--- config.mk ---
export PLATFORM = sky130hd
export DESIGN_NAME = sync_filter
export DESIGN_NICKNAME = d
export VERILOG_FILES = /design/src/rtl/sync_filter.sv
export SDC_FILE = /design/constraint.sdc
export NUM_CORES = 1
export LEC_CHECK = 0
export ABC_AREA = 1
export CAP_MARGIN = 20
export CORE_AREA = 4 4 41 43
export CTS_BUF_LIST = sky130_fd_sc_hd__clkbuf_8
export DETAILED_ROUTE_END_ITERATION = 16
export DIE_AREA = 0 0 45 47
export GPL_ROUTABILITY_DRIVEN = 1
export PLACE_DENSITY = 0.8
export SKIP_CTS_REPAIR_TIMING = 1
export SLEW_MARGIN = 15
export SYNTH_ARGS = -nofsm -noshare
export SYNTH_HDL_FRONTEND = slang
export SYNTH_SLANG_ARGS = --single-unit
--- constraint.sdc ---
create_clock -name clk -period 1.2 [get_ports clk]
set_clock_uncertainty 0.15 [all_clocks]
set_input_delay 0.18 -clock clk [delete_from_list [all_inputs] [get_ports clk]]
set_output_delay 0.18 -clock clk [all_outputs]
set_load 0.01 [all_outputs]
--- src/rtl/sync_filter.sv ---
// sync_filter: multi-channel input synchroniser with optional debounce and edge pulses.
// Define SYNC_DEBOUNCE_EN to build the per-channel debounce counters.
module sync_filter #(
  parameter int WIDTH           = 4,
  parameter int STAGES          = 2,
  parameter int DEBOUNCE_CYCLES = 4
) (
  input  logic             clk,
  input  logic             rst,
  input  logic [WIDTH-1:0] async_in,
  output logic [WIDTH-1:0] sync_out,
  output logic [WIDTH-1:0] level_out,
  output logic [WIDTH-1:0] rise_pulse,
  output logic [WIDTH-1:0] fall_pulse
);
  if (STAGES < 2 || DEBOUNCE_CYCLES < 1 || WIDTH < 1) begin : g_bad_params
    $error("sync_filter: invalid parameters");
  end
  logic [STAGES-1:0][WIDTH-1:0] sync_q;
  logic [WIDTH-1:0] level_q, level_d, rise_q, rise_d, fall_q, fall_d;
  assign sync_out   = sync_q[STAGES-1];
  assign level_out  = level_q;
  assign rise_pulse = rise_q;
  assign fall_pulse = fall_q;
`ifdef SYNC_DEBOUNCE_EN
  localparam int CW = $clog2(DEBOUNCE_CYCLES + 1);
  localparam logic [CW-1:0] CNT_LAST = CW'(DEBOUNCE_CYCLES - 1);
  logic [WIDTH-1:0][CW-1:0] cnt_q, cnt_d;
  // A new level is accepted only after DEBOUNCE_CYCLES consecutive mismatches.
  always_comb begin
    level_d = level_q;
    cnt_d   = cnt_q;
    for (int i = 0; i < WIDTH; i++) begin
      if (sync_out[i] == level_q[i]) cnt_d[i] = '0;
      else if (cnt_q[i] == CNT_LAST) begin
        level_d[i] = sync_out[i];
        cnt_d[i]   = '0;
      end else cnt_d[i] = cnt_q[i] + 1'b1;
    end
  end
  always_ff @(posedge clk or posedge rst)
    if (rst) cnt_q <= '0;
    else cnt_q <= cnt_d;
`else
  assign level_d = sync_out;
`endif
  assign rise_d = level_d & ~level_q;
  assign fall_d = ~level_d & level_q;
  always_ff @(posedge clk or posedge rst)
    if (rst) begin
      sync_q  <= '0;
      level_q <= '0;
      rise_q  <= '0;
      fall_q  <= '0;
    end else begin
      sync_q  <= {sync_q[STAGES-2:0], async_in};
      level_q <= level_d;
      rise_q  <= rise_d;
      fall_q  <= fall_d;
    end
endmodule

* After elaboration in Yosys (flattened, before gate mapping)
Index checks and enable logic that the tools add are counted.
Storage, ports and cells: memories kept 0, RAM bits 0, latch bits 0, register bits after elaboration 20, memory bits (read-only) 0, input bits 6, output and inout port bits 16
Operators by class: multipliers 0, divide/modulo/power cells 0, $add $sub $neg 0, magnitude comparators 0, muxes and demuxes 0, shifts and indexed selects 0, eq/ne operators 0, reductions and logical operators 0, bitwise gates (word level) 4
Operator list (number):
- bitwise AND 4 bit | 2
- NOT 4 bit | 2

* Longest topological paths before layout
depth after elaboration 2, depth in mapped cells 2, gate-level depth less buffers 2

* Least setup slack after synthesis
OpenSTA, ideal clock, no wires.
kind reg-to-output, from reg sync_q, in the netlist sync_out[0], to out sync_out[0], slack 0.353 ns, required time 0.870 ns, stages on the path, launching flop included 2, data arrival time 0.517 ns, buffers on the path 1, cells stage by stage dfrtp_1 > buf_4
RTL lines:
- from (decl) | RTL line 19 | logic [STAGES-1:0][WIDTH-1:0] sync_q;
- from (signal assigned) | RTL line 56 | sync_q <= {sync_q[STAGES-2:0], async_in};
- to (decl) | RTL line 11 | output logic [WIDTH-1:0] sync_out,
No word-level cell between the ends.

* Final worst setup path
from reg sync_q, in the netlist sync_out[2], to out sync_out[2]
No word-level cell between the ends.

==> flow_summary.yaml <==
critical_path:
  r2r-start: "sync_out[2]$_DFF_PP0_"
  cp.arrival_ns: 0.81
  reg2reg_slack_ns: 0.34
  crit_required_ns: 0.87
  critPathCaptureType: "primary output"
  crit_cells: 1
  cpPeakStageDelay_ns: 0.39
  path_class: "reg -> out"
  cp-start-kind: "register"
  rr_endpoint: "rise_pulse[2]$_DFF_PP0_"
  r2r_cells: 3
  cp_slowest_cell: "dfrtp_1"
  path_buf_inv: 1
  crit_end: "sync_out[2]"
  cp_top_family: "flip-flops"
  crit_start: "sync_out[2]$_DFF_PP0_"
  critPathMaxFanout: 3
  crit_chain: "dlymetal6s2s_1"
routing:
  routed-via-count: 332
  wl_um: 823
  drtPass1Iterations: 1
  antenna_left: 0
  wl_per_cell_um: 10.04
  drt_iter0_markers: 0
  routed_via_density: 4.049
  drc: 0
synthesis:
  syn-cell-area_um2: 594.3
  yosysSeqAreaShare_pct: 84.21
  syn_inst: 41
  syn_area_per_cell_um2: 14.50
  synth.distinct_cells: 4
  syn_nets: 47
  yosysWarnings: 0
  synth_seq_cells: 20
pwr:
  p_int_mw: 1.003
  p_switching_mw: 0.2492
  clockPowerShare_pct: 32.6
  powerDensity_nw_per_um2: 1354
  pwr-share-comb_pct: 9.8
  p_leak_nw: 0.6175
  ir_worst_vdd_v: 0.0007929
  switching_share_pct: 19.90
  power_frac_seq_pct: 57.6
  power.total_mw: 1.252
clock_tree:
  clock_sinks: 20
  path_clk_slew_ns: 0.06
  numCtsBuffers: 3
  htreeDepth: 1
  clk_path_buf_depth: 2
  insertion_delay_ns: 0.25
  cts_root_buffer: "clkbuf_8"
  cts_tree: "built"
finish:
  synthToLayoutAreaGrowth_pct: 55.58
  antenna_cells_inserted: 0
  layout-drive-gt1-share_pct: 14.93
  fin_nets: 75
  layout.cells.non_filler: 82
  fin_util_pct: 71.06
  design_area_um2: 924.6
  nFillCells: 96
global_route:
  grt_pass1_vias: 316
  grt_max_degree: 21
  antenna_found_initial: 0
  track_usage_pct: 8.809
  grt_pass1_wl_um: 1255
  grt_overflow_total: 0
timing:
  rsz0062_at_grt: "no"
  max_slew_margin_pct: 90.52
  hold_violations: 0
  tns_ns: 0
  fin_crit_sh_pct: 95.05
  worst_pin_slew_ns: 0.1420
  setup_viol: 0
  hold_ws_ns: 0.08807
  min_period_ns: 1.141
  drv_slew: 0
  layout_setup_ws_ns: 0.05938
  max_freq_ghz: 0.8767
floorplan:
  die_y_um: 47
  dieArea_um2: 2115
  rows: 13
  core_area_um2: 1301
  initial_core_util_pct: 45.67
  boundaryPins: 22
  fp.dieW_um: 45
outcome:
  outcome: "finished clean"
place:
  dp_slack_ns: -0.04637
  dp_cells: 78
  portBuffers: 21
  place_congestion: 0.6195
  place_area_um2: 843.3
worst_hold_path:
  hp-class: "in -> async"
run:
  drv.max_cap_violation_count: 0
[worst min-delay path by stage]
stage,from,endpoint,slack (ns),cells past startpoint
2_1_floorplan,rst,fall_pulse[0]$_DFF_PP0_,-0.006,1
3_3_place_gp,sync_q[0]$_DFF_PP0_,sync_out[0]$_DFF_PP0_,0.18,0
3_5_place_dp,sync_q[0]$_DFF_PP0_,sync_out[0]$_DFF_PP0_,0.19,0
4_1_cts,rst,sync_q[0]$_DFF_PP0_,0.09,3
5_1_grt,rst,sync_out[0]$_DFF_PP0_,0.1,3
6_report,rst,fall_pulse[2]$_DFF_PP0_,0.09,3
[cells by family (layout without fill, tap and decap cells)]
group / count (synthesis) / after routing / share of synthesized area [%]
buf+inv: 13 / 39 / 10.74
flops: 20 / 20 / 84.21
simple gates: 8 / 8 / 5.053
[cell usage after synthesis]
| cell type | n | area share (%) |
|---|---|---|
| dfrtp_1 | 20 | 84 |
| nor2_1 | 8 | 5.1 |
| buf_4 | 4 | 5.1 |
| inv_1 | 9 | 5.7 |
[power by group through the flow]
stage               clock network [mW]  registers [mW]  logic (mW)
floorplan                            0           0.746      0.0332
global placement                     0           0.733       0.129
detailed placement                   0           0.736       0.131
CTS                              0.417           0.723       0.131
global route                     0.446           0.725       0.133
finish                           0.409           0.721       0.123
[placed cells by master (no fill, tap or decap), drive strengths merged]
cell type	count
clkdlybuf4s50	5
dfrtp	20
nor2	8
dlymetal6s2s	15
clkbuf	4
inv	9
buf	6
[layout make-up]
cell class                 count  area (µm²)  share of cell area [%]
inverter                       9       33.78                   3.654
clock buffer                   3       41.29                   4.465
sequential                    20       500.5                   54.13
timing repair buffer          27       300.3                   32.48
multi-input combinational      8       30.03                   3.248
tap                           15       18.77                   2.030
[state kept, by name, summed over array words and instances, names as in the netlist]
signal	flops
sync_out	4
sync_q	4
rise_pulse	4
level_out	4
fall_pulse	4
[per-layer routing]
| layer | share of wire [%] | track usage (%) | vias to the layer above | wire [µm] |
|---|---|---|---|---|
| li1 | - | - | 165 | - |
| met1 | 41 | 10.00 | 154 | 336 |
| met2 | 49 | 14.12 | 13 | 401 |
| met3 | 10 | 3.448 | 0 | 85 |
| met4 | 0 | 5.263 | 0 | 0 |
| met5 | 0 | 0 | - | 0 |
No activity file was read; power rests on OpenSTA's default activity.
